### src/rtl/dfir_interpolate.sv
// Interpolation-by-L front end: each accepted sample becomes an L-phase output burst.
// Build option DFIR_INTERP_HOLD_EN: phases 1..L-1 repeat the sample; otherwise they are zero.
`default_nettype none

module dfir_interpolate #(
  parameter int DATA_WIDTH             = 24,
  parameter int DFIR_MAX_CHANNELS      = 2,
  parameter int DFIR_MAX_ICEF          = 5,
  parameter int DFIR_CONFIG_DATA_WIDTH = 24,
  parameter int DFIR_ICEF_DEFAULT      = DFIR_MAX_ICEF
) (
  input  logic                              CLK,
  input  logic                              nRST,
  input  logic                              isConfig,
  output logic                              isConfigDone,
  input  logic [DFIR_CONFIG_DATA_WIDTH-1:0] Data_Config_In,
  input  logic [DATA_WIDTH-1:0]             Data_In,
  input  logic                              Data_In_Valid,
  input  logic [3:0]                        Data_In_ChIdx,
  output logic                              Data_In_Ready,
  output logic [DATA_WIDTH-1:0]             Data_Out,
  output logic                              Data_Out_Valid,
  output logic [3:0]                        Data_Out_ChIdx,
  input  logic                              Data_Out_Ready
);

  localparam int LW = $clog2(DFIR_MAX_ICEF + 1);

  typedef enum logic [1:0] {
    CFG_RST  = 2'd0,
    CFG_CFG  = 2'd1,
    CFG_DONE = 2'd2,
    CFG_RUN  = 2'd3
  } cfg_state_t;

  typedef enum logic {
    EM_IDLE = 1'b0,
    EM_EMIT = 1'b1
  } emit_state_t;

  logic        rst_meta;
  logic        rst_n;
  logic        run_en;
  cfg_state_t  cfg_state;
  emit_state_t emit_state;
  logic [LW-1:0] l_reg;
  logic [LW-1:0] l_clamped;
  logic [LW-1:0] phase;
  logic        run_ok;
  logic        abort;
  logic        last;
  logic        hs;
  logic        accept;
  logic        ch_ok;

  // Async assert, sync release; run_en mirrors rst_n so the ready gate is not a reset net.
  always_ff @(posedge CLK or negedge nRST) begin
    if (!nRST) begin
      rst_meta <= 1'b0;
      rst_n    <= 1'b0;
      run_en   <= 1'b0;
    end else begin
      rst_meta <= 1'b1;
      rst_n    <= rst_meta;
      run_en   <= rst_meta;
    end
  end

  always_comb begin
    l_clamped = Data_Config_In[LW-1:0];
    if (Data_Config_In == '0)
      l_clamped = LW'(1);
    else if (Data_Config_In > DFIR_CONFIG_DATA_WIDTH'(DFIR_MAX_ICEF))
      l_clamped = LW'(DFIR_MAX_ICEF);
  end

  always_ff @(posedge CLK or negedge rst_n) begin
    if (!rst_n) begin
      cfg_state    <= CFG_RST;
      l_reg        <= LW'(DFIR_ICEF_DEFAULT);
      isConfigDone <= 1'b0;
    end else begin
      isConfigDone <= (cfg_state == CFG_CFG);
      case (cfg_state)
        CFG_RST, CFG_RUN: if (isConfig) cfg_state <= CFG_CFG;
        CFG_CFG: begin
          cfg_state <= CFG_DONE;
          l_reg     <= l_clamped;
        end
        CFG_DONE: cfg_state <= CFG_RUN;
        default:  cfg_state <= CFG_RST;
      endcase
    end
  end

  assign run_ok         = run_en && (cfg_state == CFG_RST || cfg_state == CFG_RUN);
  assign abort          = run_ok && isConfig;
  assign Data_Out_Valid = (emit_state == EM_EMIT);
  assign hs             = Data_Out_Valid && Data_Out_Ready;
  assign last           = (phase == l_reg - LW'(1));
  assign Data_In_Ready  = run_ok && !isConfig && (emit_state == EM_IDLE || (hs && last));
  assign accept         = Data_In_Valid && Data_In_Ready;
  assign ch_ok          = int'(Data_In_ChIdx) < DFIR_MAX_CHANNELS;

  always_ff @(posedge CLK or negedge rst_n) begin
    if (!rst_n) begin
      emit_state     <= EM_IDLE;
      phase          <= '0;
      Data_Out       <= '0;
      Data_Out_ChIdx <= '0;
    end else if (abort) begin
      emit_state <= EM_IDLE;
      phase      <= '0;
    end else if (accept) begin
      phase <= '0;
      if (ch_ok) begin
        emit_state     <= EM_EMIT;
        Data_Out       <= Data_In;
        Data_Out_ChIdx <= Data_In_ChIdx;
      end else begin
        emit_state <= EM_IDLE;
      end
    end else if (hs) begin
      if (last) begin
        emit_state <= EM_IDLE;
        phase      <= '0;
      end else begin
        phase <= phase + LW'(1);
`ifdef DFIR_INTERP_HOLD_EN
        Data_Out <= Data_Out;
`else
        Data_Out <= '0;
`endif
      end
    end
  end

endmodule

`default_nettype wire

### config.mk
export PLATFORM = sky130hd
export DESIGN_NAME = dfir_interpolate
export DESIGN_NICKNAME = d
export VERILOG_FILES = /design/src/rtl/dfir_interpolate.sv
export SDC_FILE = /design/constraint.sdc
export NUM_CORES = 1
export LEC_CHECK = 0
export CORE_UTILIZATION = 44
export DETAILED_ROUTE_END_ITERATION = 6
export PLACE_DENSITY = 0.95
export RECOVER_POWER = 50
export SLEW_MARGIN = 0
export SYNTH_ARGS = -nofsm -noshare
export SYNTH_HDL_FRONTEND = slang
export SYNTH_SLANG_ARGS = --single-unit
### constraint.sdc
create_clock -name CLK -period 4.8 [get_ports CLK]
set_input_delay 0.72 -clock CLK [delete_from_list [all_inputs] [get_ports CLK]]
set_output_delay 0.72 -clock CLK [all_outputs]
set_load 0.01 [all_outputs]
==> qor.yml, run 1 <==
vdd_drop_max_mv: 0.278
start_kind: "flip-flop"
synth_adder_area_share_pct: 2.64
rsz0062_at_grt: "no"
status: "finished with violations"
synth_compound_area_share_pct: 6.61
path_cells: "nand2_1 > nor3_1 > clkdlybuf4s50_1"
io_buffers: 87
clkLatencyLatePin_ns: 0.28
finalHoldViolCount: 0
synth_cells: 177
cp.required_ns: 4.08
cts_root_buf: "clkbuf_8"
num_antenna_cells: 0
register_area_um2: 1000
fin_crit_ns: 3.28
grt.met3_usage_pct: 5.74
use_met1_pct: 21.0
drive_above_1_share_pct: 6.34
total_power_mw: 1.40
crit_type: "reg -> out"
cp_max_fo: 42
ant_nets: 0
finalWirelength_um: 4170
largest_reg_flops: 24
ys.warnings.count: 0
grt_pass1_vias: 1493
vias_per_cell: 4.80
finClkSkew_ns: 0.00622
end_kind: "primary output"
ys_types: 38
top_register: "Data_Out"
die_h_um: 67.6
firstDrtPassIters: 4
ys.flop_type: "dfrtp_1"
synth-edff-count: 0
nNetsFinal: 328
worstPathArrival_ns: 2.56
vias: 1526
worstHoldPathType: "reg -> reg"
slew_headroom_pct: -4.40
violations: "max-capacitance violations, max-slew violations"
final-setup-viol-count: 0
ys_ff_latch: 40
n_fill_cell: 301
post-cts-setup-buffers: 0
top_usage_layer: "met2"
std_cell_rows: 23
synth_top_family_by_area: "simple AND/OR/NAND/NOR gates"
fp.coreArea_um2: 4060
grtUsageMet2_pct: 34.5
grt_pass1_wl_um: 6400
track_usage_pct: 19.2
dpl_worst_slack_ns: 1.87
io_pins: 88
dieArea_um2: 4570
drv_cap: 1
ctsHoldBuffers: 0
worstMarginPinSlew_ns: 1.57
slowest_delay_ns: 1.39
gp_congestion: 0.855
multi_input_area_um2: 748
clockBufferDepth: 2
fin_crit_sh_pct: 68.3
cts_max_level: 2
p_per_area_nw_per_um2: 480
start_util_pct: 46.7
fmaxAchievable_mhz: 305
reg_top3: "Data_Out x24, Data_Out_ChIdx x4"
die_w_um: 67.6
syn2layout_area_growth_pct: 54.4
grt_start_max_net_pins: 43
setup_tns_ns: 0
synth-async-reset-ratio_pct: 100
syn_area_um2: 1890
synth.area.mux_share_pct: 13.3
drt-initial-drc-count: 42
post_cts_resized: 0
tritoncts: "built"
synth_nets: 238
grt_overflow_total: 0
synth_simple_gate_area_share_pct: 13.4
avgRoutedWirePerCell_um: 13.1
synth.avg_cell_area_um2: 10.7
path_clk_slew_ns: 0.07
p_leak_nw: 1.34
critPathBufInv: 1
antenna_found_initial: 0
final_max_slew_viol_count: 43
post-dp-hpwl_um: 3220
numCtsBuffers: 5
setup_ws_ns: 1.52
cp_top_family: "flip-flops"
slowest_stage: "dfrtp_1"
yosysSeqAreaShare_pct: 53.0
clkSinkCount: 40
synth_xor_area_share_pct: 3.04
post-route-drc-count: 0
path summary, 6_finish.rpt:
| path | startpoint | endpoint | slack (ns) | cells past startpoint |
|---|---|---|---|---|
| min in group asynchronous | run_en | Data_Out_ChIdx[2] | 0.66 | 0 |
| max in group asynchronous | run_en | Data_Out[21] | 3.23 | 0 |
| min | rst_meta | run_en | 0.35 | 0 |
| min reg2reg | rst_meta | run_en | 0.35 | 0 |
| max reg2reg | run_en | Data_Out[12] | 1.67 | 4 |
| max | run_en | Data_In_Ready | 1.52 | 3 |
kinds of logic after synthesis:
logic type	after synthesis
AOI/OAI and AO/OA	16
DFF	40
adders and majority gates	4
muxes	25
and+or+nand+nor	54
xor gates and xnor gates	4
buffers and inverters	33
other	1
report_power, final:
group | switching (mW) | internal (mW) | total (mW)
Clock | 0.113 | 0.183 | 0.297
Combinational | 0.252 | 0.309 | 0.561
Sequential | 0.0807 | 0.465 | 0.545
Yosys cell counts (2+ instances only):
cell type | count | share of area [%]
and3_1 | 2 | 0.66
nand2_1 | 28 | 5.5
buf_2 | 2 | 0.53
dfrtp_1 | 38 | 50
dfstp_2 | 2 | 2.8
mux2i_1 | 24 | 13
inv_1 | 28 | 5.5
nor2_1 | 6 | 1.2
nand3_1 | 2 | 0.53
nor2b_1 | 3 | 0.99
ha_1 | 4 | 2.6
nor4_1 | 4 | 1.3
a21oi_1 | 4 | 1.1
nor3_1 | 3 | 0.79
o21ai_0 | 4 | 1.1
metrics by stage:
step | cells | cell area, um^2 | hold WS (ns) | utilization [%]
4_1_cts | 318 | 2930 | 0.358 | 72.1
2_1_floorplan | 177 | 1890 | 0.331 | -
3_3_place_gp | 310 | 2800 | 0.337 | 69.0
5_1_grt | 318 | 2920 | 0.361 | 72.1
3_5_place_dp | 310 | 2800 | 0.341 | 69.0
6_report | 318 | 2920 | 0.353 | 72.1
cells in the final DEF, fill, tap and decap left out, types with 6 or more instances in the layout:
cell type and instances:
clkbuf_8 7, clkdlybuf4s50_1 75, mux2i_1 24, dlygate4sd3_1 12
nand2_1 28, dfrtp_1 38, inv_1 28, nor2_1 6
metal layers:
layer / routed length, um / vias up
met5: 0 / -
met4: 63 / 0
met3: 227 / 8
met2: 2180 / 50
met1: 1700 / 708
li1: - / 760
final cells by class:
class                      count  share of cell area, %
clock buffer                   7                   3.29
timing repair buffer          88                   30.0
tap                           50                   2.14
inverter                      28                   3.59
sequential                    40                   34.3
multi-input combinational    104                   25.6
clock inverter                 1                   1.03
Power figures use the tool's default switching activity.
==> run 2, diff against run 1 <==
--- a/config.mk
+++ b/config.mk
@@ -5,9 +5,9 @@
 export SDC_FILE = /design/constraint.sdc
 export NUM_CORES = 1
 export LEC_CHECK = 0
-export CORE_UTILIZATION = 44
+export CORE_UTILIZATION = 41
 export DETAILED_ROUTE_END_ITERATION = 6
-export PLACE_DENSITY = 0.95
+export PLACE_DENSITY = 0.91
 export RECOVER_POWER = 50
 export SLEW_MARGIN = 0
 export SYNTH_ARGS = -nofsm -noshare
==> constraint.sdc (replaced) <==
create_clock -name CLK -period 3.15 [get_ports CLK]
set_input_delay 0.4725 -clock CLK [delete_from_list [all_inputs] [get_ports CLK]]
set_output_delay 0.4725 -clock CLK [all_outputs]
set_load 0.01 [all_outputs]
==> qor.yml, run 2 (synthesis results as in run 1) <==
drv_cap: 1  # unchanged
post-route-drc-count: 0  # unchanged
worstPathArrival_ns: 2.53  # -0.03 ns
final_common_cell: "clkdlybuf4s50_1"
status: "finished with violations"
cp_max_fo: 5  # -88%
whs_ns: 0.153  # -0.200 ns
start_util_pct: 43.2  # -3.5 points
vias: 1564  # +2.5%
std_cell_rows: 24  # +4.3%
dpl_worst_slack_ns: 0.467  # -1.40 ns
finalWirelength_um: 4300  # +3.2%
clockBufferDepth: 2  # unchanged
nNetsFinal: 331  # +0.91%
crit_type: "reg -> out"
avgRoutedWirePerCell_um: 13.3  # +1.6%
ant_nets: 0  # unchanged
r2r_slack_ns: 0.58  # -1.09 ns
path_clk_slew_ns: 0.08  # about the same
grt_start_max_net_pins: 33  # -23%
grt_overflow_total: 0  # unchanged
setup_tns_ns: 0  # unchanged
n_fill_cell: 358  # +19%
p_seq_share_pct: 39.3  # +0.4 points
die_w_um: 70.0  # +3.5%
setup_ws_ns: 0.146  # -1.37 ns
finalHoldViolCount: 0  # unchanged
design_area_um2: 2930  # +0.21%
rsz0062_at_grt: "no"
post-dp-hpwl_um: 3350  # +4.3%
dieArea_um2: 4900  # +7.1%
fin_crit_ns: 3.00
largest_reg_flops: 24  # unchanged
worstHoldPathType: "reg -> async"
antenna_found_initial: 0  # unchanged
instances_no_fill: 323  # +1.6%
mostFrequentLayoutCells: "clkdlybuf4s50_1 (77), dfrtp_1 (38), inv_1 (28), nand2_1 (28), mux2i_1 (24)"
die_h_um: 70.0  # +3.5%
fin_crit_sh_pct: 95.4
start_kind: "flip-flop"
syn2layout_area_growth_pct: 54.7
io_pins: 88  # unchanged
post-cts-setup-buffers: 0  # unchanged
dp.cells: 315  # +1.6%
power_frac_clock_pct: 19.7  # -1.4 points
cts_root_buf: "clkbuf_8"
firstDrtPassIters: 4  # unchanged
clkLatencyLatePin_ns: 0.29  # about the same
drive_above_1_share_pct: 7.01  # +0.67 points
fmaxAchievable_mhz: 333
worstMarginPinSlew_ns: 1.70  # +0.138 ns
final-setup-viol-count: 0  # unchanged
tritoncts: "built"
numCtsBuffers: 5  # unchanged
end_kind: "primary output"
violations: "max-capacitance violations, max-slew violations"
num_antenna_cells: 0  # unchanged
p_leak_nw: 1.34  # -0.31%
io_buffers: 87  # unchanged
drt-initial-drc-count: 71  # +69%
post_dp_cell_area_um2: 2820  # +0.89%
vias_per_cell: 4.84  # +0.90%
top_register: "Data_Out"
reg_top3: "Data_Out x24, Data_Out_ChIdx x4"
slew_headroom_pct: -13.6  # -9.2 points
grt_pass1_wl_um: 7250  # +13%
cp.required_ns: 2.68  # -1.40 ns
power.switching_uw: 679  # +52%
final_max_slew_viol_count: 33  # -23%
post_cts_resized: 0  # unchanged
swShare_pct: 32.4  # +0.66 points
ctsHoldBuffers: 0  # unchanged
clkSinkCount: 40  # unchanged
fp.coreArea_um2: 4380  # +8.0%
vdd_drop_max_mv: 0.376  # +35%
gp_congestion: 0.940  # +10%
p_int_mw: 1.41  # +48%
track_usage_pct: 18.9  # -0.23 points
grt_pass1_vias: 1586  # +6.2%
finClkSkew_ns: 0.00395  # -0.00227 ns
cts_max_level: 2  # unchanged
p_per_area_nw_per_um2: 715  # +49%
p_comb_share_pct: 41.0  # +1.0 points
==> run 2: cell count changes in the layout (fill, tap and decap cells not counted) <==
cell / before / now
buf_4: 1 / 3
clkbuf_8: 7 / 5
clkdlybuf4s50_1: 75 / 77
dlygate4sd3_1: 12 / 10
clkbuf_1: 0 / 1
clkinv_2: 0 / 1
clkinvlp_4: 0 / 1
==> run 2: power groups by stage <==
stage	clock [mW]	sequential, mW	combinational (mW)
4_1_cts	0.424	0.826	0.891
6_report	0.412	0.823	0.859
2_1_floorplan	0	0.904	0.320
3_3_place_gp	0	0.826	0.859
3_5_place_dp	0	0.831	0.891
5_1_grt	0.448	0.847	0.940
==> run 2: area by class of cell <==
class / instances / area, um^2 / share of cell area, %
clock inverters: 3 / 42.5 / 1.45
flip-flops and latches: 40 / 1000 / 34.2
repair buffers: 91 / 897 / 30.6
multi-input cells: 104 / 748 / 25.5
clock buffers: 5 / 68.8 / 2.35
well taps: 52 / 65.1 / 2.22
inverters: 28 / 105 / 3.59
==> run 2: worst paths after layout <==
path | startpoint | endpoint | cells past startpoint
hold reg to reg | run_en | isConfigDone | 0
setup / recovery | l_reg[0] | Data_In_Ready | 6
min in group CLK | rst_meta | run_en | 0
hold / removal | run_en | isConfigDone | 0
setup reg to reg | l_reg[0] | Data_Out[22] | 7
max in group asynchronous | run_en | Data_Out[2] | 1
==> run 2: layer usage <==
metal / up-vias / part of all wire (%) / track usage [%]
met5: - / 0 / 0
met4: 0 / 1.5 / 6.00
met3: 7 / 3.6 / 5.19
met2: 39 / 53 / 34.0
met1: 753 / 42 / 21.8
li1: 765 / - / -
==> run 2: stage by stage <==
step | utilization (%) | power [mW]
after floorplan | - | 1.22
after global placement | 64.4 | 1.69
after detailed placement | 64.4 | 1.72
after CTS | 67.0 | 2.14
after global routing | 66.8 | 2.24
final | 66.8 | 2.09
==> run 2: critical path, cell delays in order, from the launching register on <==
cell and delay (ns):
dfstp_2 0.56, inv_1 0.06, ha_1 0.30, xor2_1 0.40
a41oi_4 0.20, nor3_1 0.16, clkdlybuf4s50_1 0.56
